--- config.mk ---
export PLATFORM = sky130hd
export DESIGN_NAME = game_flow_ctrl
export DESIGN_NICKNAME = d
export VERILOG_FILES = /design/src/rtl/game_flow_ctrl.sv
export SDC_FILE = /design/constraint.sdc
export NUM_CORES = 1
export LEC_CHECK = 0
export CORE_MARGIN = 3
export CORE_UTILIZATION = 45
export DETAILED_ROUTE_END_ITERATION = 8
export PLACE_DENSITY = 0.65
export REMOVE_ABC_BUFFERS = 1
export SETUP_SLACK_MARGIN = 0.05
export SLEW_MARGIN = 20
export SYNTH_ARGS = -nofsm -noshare
export SYNTH_HDL_FRONTEND = slang
export SYNTH_SLANG_ARGS = --single-unit
--- constraint.sdc ---
create_clock -name clk -period 3.4 [get_ports clk]
set_clock_uncertainty 0.15 [all_clocks]
set_input_delay 0.68 -clock clk [delete_from_list [all_inputs] [get_ports clk]]
set_output_delay 0.68 -clock clk [all_outputs]
set_load 0.01 [all_outputs]
--- src/rtl/game_flow_ctrl.sv ---
// game_flow_ctrl: multi-level game sequencer with miss limit, seconds countdown
// and an optional PAUSE state built only when GAME_FLOW_PAUSE_EN is defined.
module game_flow_ctrl #(
    parameter int TICK_DIV       = 100000000,
    parameter int ROUND_SECS     = 30,
    parameter int NUM_LEVELS     = 3,
    parameter int HITS_PER_LEVEL = 10,
    parameter int MAX_MISSES     = 3,
    parameter int SCORE_W        = 8
) (
    input  logic               clk,
    input  logic               reset_n,
    input  logic               key_start,
    input  logic               key_pause,
    input  logic               key_abort,
    input  logic               hit_pulse,
    input  logic               miss_pulse,
    output logic [2:0]         screen_sel,
    output logic               game_run,
    output logic [3:0]         level,
    output logic [SCORE_W-1:0] score,
    output logic [3:0]         misses,
    output logic [7:0]         secs_left,
    output logic               timer_done
);
    localparam int PW = $clog2(TICK_DIV);

    typedef enum logic [2:0] {
        S_START = 3'd0,
        S_PLAY  = 3'd1,
        S_PAUSE = 3'd2,
        S_LVLUP = 3'd3,
        S_WIN   = 3'd4,
        S_LOSE  = 3'd5
    } state_t;

    state_t             state_q, state_d;
    logic [3:0]         level_q, level_d, misses_q, misses_d;
    logic [SCORE_W-1:0] score_q, score_d;
    logic [7:0]         hits_q, hits_d, secs_q, secs_d;
    logic [PW-1:0]      presc_q, presc_d;
    logic               timer_done_q, timer_done_d;
    logic               prev_start_q, rise_start, tc;

    assign rise_start = key_start & ~prev_start_q;
    assign tc         = presc_q == PW'(TICK_DIV - 1);

`ifdef GAME_FLOW_PAUSE_EN
    logic prev_pause_q, rise_pause;
    assign rise_pause = key_pause & ~prev_pause_q;
    always_ff @(posedge clk or negedge reset_n) begin
        if (!reset_n) prev_pause_q <= 1'b1;
        else          prev_pause_q <= key_pause;
    end
`else
    logic unused_pause;
    assign unused_pause = key_pause;
`endif

    always_comb begin
        state_d      = state_q;
        level_d      = level_q;
        score_d      = score_q;
        misses_d     = misses_q;
        hits_d       = hits_q;
        secs_d       = secs_q;
        presc_d      = presc_q;
        timer_done_d = 1'b0;
        if (key_abort) begin
            state_d = S_START;
        end else begin
            case (state_q)
                S_START: if (rise_start) state_d = S_PLAY;
                S_PLAY: begin
                    presc_d = tc ? '0 : presc_q + 1'b1;
                    if (tc) secs_d = secs_q - 8'd1;
                    if (hit_pulse) begin
                        score_d = &score_q ? score_q : score_q + 1'b1;
                        hits_d  = hits_q + 8'd1;
                    end
                    if (miss_pulse) misses_d = misses_q + 4'd1;
                    // Exits judged on post-update counts; miss limit outranks level clear
                    if (misses_d == 4'(MAX_MISSES)) begin
                        state_d = S_LOSE;
                    end else if (hits_d == 8'(HITS_PER_LEVEL)) begin
                        state_d = (level_q == 4'(NUM_LEVELS - 1)) ? S_WIN : S_LVLUP;
                    end else if (tc && secs_q == 8'd1) begin
                        state_d      = S_LOSE;
                        timer_done_d = 1'b1;
                    end
`ifdef GAME_FLOW_PAUSE_EN
                    else if (rise_pause) begin
                        state_d = S_PAUSE;
                    end
`endif
                end
`ifdef GAME_FLOW_PAUSE_EN
                S_PAUSE: if (rise_pause) state_d = S_PLAY;
`endif
                S_LVLUP: begin
                    if (rise_start) begin
                        state_d = S_PLAY;
                        level_d = level_q + 4'd1;
                        hits_d  = '0;
                        secs_d  = 8'(ROUND_SECS);
                        presc_d = '0;
                    end
                end
                S_WIN, S_LOSE: if (rise_start) state_d = S_START;
                default: state_d = S_START;
            endcase
        end
        // Abort and a fresh game start share the same counter initialisation
        if (key_abort || (state_q == S_START && rise_start)) begin
            level_d  = '0;
            score_d  = '0;
            misses_d = '0;
            hits_d   = '0;
            presc_d  = '0;
            secs_d   = 8'(ROUND_SECS);
        end
    end

    always_ff @(posedge clk or negedge reset_n) begin
        if (!reset_n) begin
            state_q      <= S_START;
            level_q      <= '0;
            score_q      <= '0;
            misses_q     <= '0;
            hits_q       <= '0;
            secs_q       <= 8'(ROUND_SECS);
            presc_q      <= '0;
            timer_done_q <= 1'b0;
            prev_start_q <= 1'b1;
        end else begin
            state_q      <= state_d;
            level_q      <= level_d;
            score_q      <= score_d;
            misses_q     <= misses_d;
            hits_q       <= hits_d;
            secs_q       <= secs_d;
            presc_q      <= presc_d;
            timer_done_q <= timer_done_d;
            prev_start_q <= key_start;
        end
    end

    assign screen_sel = state_q;
    assign game_run   = state_q == S_PLAY;
    assign level      = level_q;
    assign score      = score_q;
    assign misses     = misses_q;
    assign secs_left  = secs_q;
    assign timer_done = timer_done_q;
endmodule
==> flow_summary.json, run 1 <==
{
  "crit_required_ns": 2.57,
  "path_cells": "nor3b_2 -> clkdlybuf4s50_1",
  "grt_pass1_wl_microns": 14600,
  "worstPathArrival_ns": 1.97,
  "cts.clk_slew.worst_paths_ns": 0.07,
  "yosys-top-cells-area": "dfrtp_1, xor2_1, nor2_1",
  "async_flop_share_pct": 100,
  "synth.largest_area_cell": "dfrtp_1",
  "p_int_mw": 1.51,
  "worst-path-buf-inv": 1,
  "hold_violations": 0,
  "grt_usage_pct": 20.7,
  "synth_edf_count": 0,
  "fin_ws_ns": 0.596,
  "multi_input_area_sq_um": 1860,
  "drtPass1Iterations": 4,
  "worstSetupPathType": "flip-flop to output port",
  "clk_latency_ns": 0.34,
  "setup_viol": 0,
  "port_buffers": 34,
  "power.share.combinational_pct": 28.7,
  "synth-seq-area-share_pct": 44.6,
  "grt-ovfl-total": 0,
  "final_layout_size_suffix_gt1_share_pct": 8.97,
  "ant_nets": 0,
  "die_h_microns": 95.5,
  "antenna_found_initial": 0,
  "num_vias": 3099,
  "synth_top_area_share_pct": 40.9,
  "preCtsSetupSlack_ns": 0.349,
  "wl_per_cell_microns": 15.3,
  "tns_ns": 0,
  "initialDrtViolationCount": 221,
  "dieArea_sq_um": 9130,
  "antenna_cells": 0,
  "synth_cell_types": 51,
  "netlist_instances": 402,
  "worst_slew_pin_slew_ns": 0.862,
  "area_growth_pct": 18.9,
  "crit_family": "buffers and inverters",
  "fill_cells": 733,
  "avgSynthCellArea_sq_um": 8.97,
  "core_area_sq_um": 7770,
  "cts_tree": "built",
  "crit_path_end_kind": "output port",
  "hpwl_microns": 6010,
  "viasPerCell": 5.66,
  "yosysWarnings": 0,
  "numCtsBuffers": 9,
  "power.density_nw_per_um2": 528,
  "rows": 32,
  "hp-class": "input port to asynchronous set/reset pin",
  "ioPinCount": 36,
  "syn_area_sq_um": 3610,
  "slew-limit-headroom_pct": 41.9,
  "clock.fmax_mhz": 357,
  "period_share_pct": 82.5,
  "pwr-share-seq_pct": 41.1,
  "period_minus_slack_ns": 2.80,
  "clk_path_buf_depth": 2,
  "power_switching_mw": 0.761,
  "cts_setup_buffers": 0,
  "initial_utilization_pct": 46.4,
  "grt_setup_unrepaired": "no",
  "cts-htree-levels": 3,
  "grt_pass1_vias": 3037,
  "grt_max_degree": 29,
  "cpMaxStageDelayCell": "clkdlybuf4s50_1",
  "cp.depth": 2,
  "gp_congestion": 0.850,
  "slew_violations": 0,
  "path_max_fanout": 10,
  "cts-resized-gates": 0,
  "p_leak_nw": 1.72,
  "irDropWorstVdd_mv": 0.309,
  "max_stage_delay_ns": 0.63,
  "cap_violations": 0,
  "start_kind": "flip-flop",
  "ys.flop_type": "dfrtp_1",
  "root_buffer": "clkbuf_8",
  "postCtsHoldBufs": 0,
  "drc": 0,
  "clock_sinks": 64,
  "reg2reg_depth": 7,
  "synth_seq_cells": 64,
  "status": "finished clean",
  "routed_wl_microns": 8390,
  "die_width_microns": 95.5,
  "pwr-share-clk_pct": 30.2,
  "seqCellArea_sq_um": 1610,
  "netSwitchingFraction_pct": 33.6,
  "layout.nets": 456
}
## routing by layer
| layer | GRT usage, % | wire length [microns] | vias up |
|---|---|---|---|
| li1 | - | - | 1527 |
| met4 | 5.92 | 79 | 0 |
| met3 | 5.13 | 289 | 8 |
| met1 | 28.7 | 4100 | 1507 |
| met5 | 0 | 0 | - |
| met2 | 32.0 | 3920 | 57 |
## power groups by stage
stage	clock (mW)	combinational [mW]	sequential, mW
after floorplan	0	0.345	0.944
after detailed placement	0	0.652	0.942
after global routing	0.738	0.726	0.945
after CTS	0.706	0.655	0.930
after global placement	0	0.637	0.942
final	0.684	0.650	0.932
## cells in the final DEF, fill, tap and decap left out, drive strengths merged, types with 6 or more instances in the layout
cell type,Yosys,final
clkbuf,15,13
nand4,25,25
xor2,23,23
dfrtp,59,59
a21oi,8,8
inv,12,12
buf,3,13
xnor2,12,12
nor3,15,15
and3,7,7
nand2,36,36
nor2,51,51
o21ai,27,27
ha,8,8
nor4,6,6
nand3,28,28
clkdlybuf4s50,0,33
or3,6,6
## flip-flops by register name, summed over array words and instances, names as in the netlist
register,flops
misses,4
score,8
level,4
secs_left,8
timer_done,1
prev_start_q,1
hits_q,8
presc_q,27
screen_sel,3
## synthesized netlist by cell type (5+ instances only)
cell      count
a21oi_1       8
nand3_1      28
xnor2_1      12
a31oi_1       5
nor2_1       51
inv_1        12
nor4_1        6
nor3_1       14
nand2_1      36
dfstp_2       5
o21ai_0      27
or3_1         6
ha_1          8
and3_1        6
dfrtp_1      59
nand4_1      25
clkbuf_1     12
xor2_1       23
## worst paths after layout
check / start / to / slack, ns
hold reg to reg: presc_q[23]$_DFFE_PN0P_ / presc_q[23]$_DFFE_PN0P_ / 0.34
min in group clk: presc_q[23]$_DFFE_PN0P_ / presc_q[23]$_DFFE_PN0P_ / 0.34
setup / recovery: screen_sel[0]$_DFFE_PN0P_ / game_run / 0.60
max in group asynchronous: reset_n / score[4]$_DFFE_PN0P_ / 2.14
setup reg to reg: presc_q[0]$_DFFE_PN0P_ / screen_sel[0]$_DFFE_PN0P_ / 0.79
hold / removal: reset_n / presc_q[15]$_DFFE_PN0P_ / 0.17
## stage by stage
step | util [%] | area [sq um] | power, mW | cells | hold slack [ns]
finish | 55.2 | 4290 | 2.27 | 548 | 0.168
global route | 55.2 | 4290 | 2.41 | 548 | 0.181
CTS | 55.2 | 4290 | 2.29 | 548 | 0.166
detailed placement | 52.5 | 4080 | 1.59 | 532 | 0.341
global placement | 52.3 | 4060 | 1.58 | 531 | 0.314
floorplan | - | 3510 | 1.29 | 384 | 0.234
## logic make-up (layout without fill, tap and decap cells)
logic type | Yosys count | in the layout | share of synthesized area [%]
and+or+nand+nor | 199 | 199 | 28.3
DFF | 64 | 64 | 44.6
AOI/OAI and AO/OA | 63 | 63 | 11.2
xor gates and xnor gates | 35 | 35 | 8.50
buffers and inverters | 30 | 74 | 3.82
adders and majority gates | 9 | 9 | 3.05
muxes | 2 | 2 | 0.590
## area by class of cell
class,count,area share (%)
Tap cell,102,2.98
Clock buffer,13,3.94
Sequential cell,64,37.5
Timing Repair Buffer,46,10.2
Clock inverter,3,0.933
Multi-Input combinational cell,308,43.4
Inverter,12,1.05
(Power assumes the default switching activity.)
==> inputs of run 2 (changes only) <==
clock period = 2.8 ns   (was 3.4 ns; I/O delays follow)
==> flow_summary.json, run 2 (synthesized netlist as in run 1, its figures left out) <==
{
  "netSwitchingFraction_pct": 34.1,
  "ff2ff_setup_slack_ns": 0.34,
  "viasPerCell": 5.63,
  "final_common_cell": "dfrtp_1",
  "pwr-share-seq_pct": 39.1,
  "reg2reg_to": "screen_sel[0]$_DFFE_PN0P_",
  "p_int_mw": 1.91,
  "clock.fmax_mhz": 392,
  "drc": 0,
  "postCtsHoldBufs": 0,
  "clock_sinks": 64,
  "fill_cells": 704,
  "grt-ovfl-total": 0,
  "grt_usage_pct": 20.0,
  "period_share_pct": 91.2,
  "power_switching_mw": 0.988,
  "hold_violations": 0,
  "path_max_fanout": 10,
  "crit_required_ns": 2.09,
  "die_h_microns": 95.5,
  "whs_ns": 0.126,
  "start_kind": "flip-flop",
  "worst_slew_pin_slew_ns": 0.639,
  "hp-class": "input port to asynchronous set/reset pin",
  "clk_latency_ns": 0.35,
  "core_area_sq_um": 7770,
  "cts_tree": "built",
  "area_growth_pct": 22.2,
  "grt_pass1_wl_microns": 14300,
  "tns_ns": 0,
  "cap_violations": 0,
  "slew_violations": 0,
  "rows": 32,
  "initial_utilization_pct": 46.4,
  "setup_viol": 0,
  "worstSetupPathType": "flip-flop to output port",
  "drtPass1Iterations": 4,
  "cts_setup_buffers": 0,
  "num_vias": 3147,
  "grt_max_degree": 42,
  "slew-limit-headroom_pct": 57.0,
  "cts.clk_slew.worst_paths_ns": 0.08,
  "largest_reg_flops": 27,
  "r2r_start": "presc_q[0]$_DFFE_PN0P_",
  "reg2reg_depth": 7,
  "antenna_cells": 0,
  "regMostFlops": "presc_q",
  "status": "finished clean",
  "gp_congestion": 0.856,
  "grt_setup_unrepaired": "no",
  "period_minus_slack_ns": 2.55,
  "p_leak_nw": 1.78,
  "dieArea_sq_um": 9130,
  "wl_per_cell_microns": 15.0,
  "antenna_found_initial": 0,
  "routed_wl_microns": 8380,
  "power.density_nw_per_um2": 658,
  "initialDrtViolationCount": 145,
  "numCtsBuffers": 9,
  "ant_nets": 0,
  "pwr-share-clk_pct": 31.0,
  "ioPinCount": 36,
  "final_cell_mix": "dfrtp_1, nor2_1, nand2_1, clkdlybuf4s50_1, nand3_1",
  "power.share.combinational_pct": 29.9,
  "worstPathArrival_ns": 1.84,
  "irDropWorstVdd_mv": 0.477,
  "crit_path_end_kind": "output port",
  "hpwl_microns": 5900,
  "grt_pass1_vias": 3047,
  "layout.nets": 467,
  "clk_path_buf_depth": 2,
  "port_buffers": 34,
  "die_width_microns": 95.5,
  "cts-htree-levels": 3,
  "final_layout_size_suffix_gt1_share_pct": 11.4,
  "root_buffer": "clkbuf_8",
  "cts-resized-gates": 0
}
-- run 2: cell count changes in the layout (fill, tap and decap cells not counted), sizes merged --
cell,previous run,this run
bufinv,1,2
clkbuf,13,9
inv,12,13
clkinv,2,3
buf,13,24
clkinvlp,0,1
-- run 2: metrics by stage --
step                cells  cell area [sq um]  util, %  power [mW]  setup WS, ns
floorplan             384               3510        -        1.57         0.172
global placement      543               4190     53.9        2.00        0.0166
detailed placement    543               4190     53.9        2.02        0.0144
CTS                   559               4410     56.7        2.93         0.239
global route          559               4410     56.7        3.07         0.164
finish                559               4410     56.7        2.90         0.246
-- run 2: routing by layer --
metal  wire (microns)  part of all wire, %  GRT usage (%)
met2             3890                   46           31.4
met5                0                    0              0
met1             4030                   48           26.6
met3              338                  4.0           4.66
met4              113                  1.3           8.18
-- run 2: power by group through the flow --
stage	combinational, mW	clock (mW)	sequential, mW
after CTS	0.873	0.923	1.13
after global placement	0.858	0	1.15
after global routing	0.954	0.965	1.15
final	0.867	0.899	1.13
after floorplan	0.419	0	1.15
after detailed placement	0.870	0	1.15
-- run 2: how the worst max path moves through the flow --
stage | start | end | slack [ns] | depth (start not counted)
after floorplan | screen_sel[0]$_DFFE_PN0P_ | secs_left[1]$_DFFE_PN1P_ | 0.17 | 6
after global placement | hit_pulse | screen_sel[0]$_DFFE_PN0P_ | 0.02 | 7
after detailed placement | hit_pulse | screen_sel[0]$_DFFE_PN0P_ | 0.01 | 7
after CTS | screen_sel[0]$_DFFE_PN0P_ | game_run | 0.24 | 3
after global routing | screen_sel[0]$_DFFE_PN0P_ | game_run | 0.16 | 3
final | screen_sel[0]$_DFFE_PN0P_ | game_run | 0.25 | 3
-- run 2: worst max-delay path: stages, from the launching register on --
cell and delay [ns]:
dfrtp_1 0.54, nor3b_2 0.24, buf_4 0.17, clkdlybuf4s50_1 0.54
-- run 2: area by class of cell --
type                       instances  area (sq um)  area share [%]
inverter                          12          45.0            1.02
timing repair buffer              57           546            12.4
clock inverter                     7          95.1            2.16
multi-input combinational        308          1860            42.2
tap                              102           128            2.90
sequential                        64          1610            36.5
clock buffer                       9           124            2.81
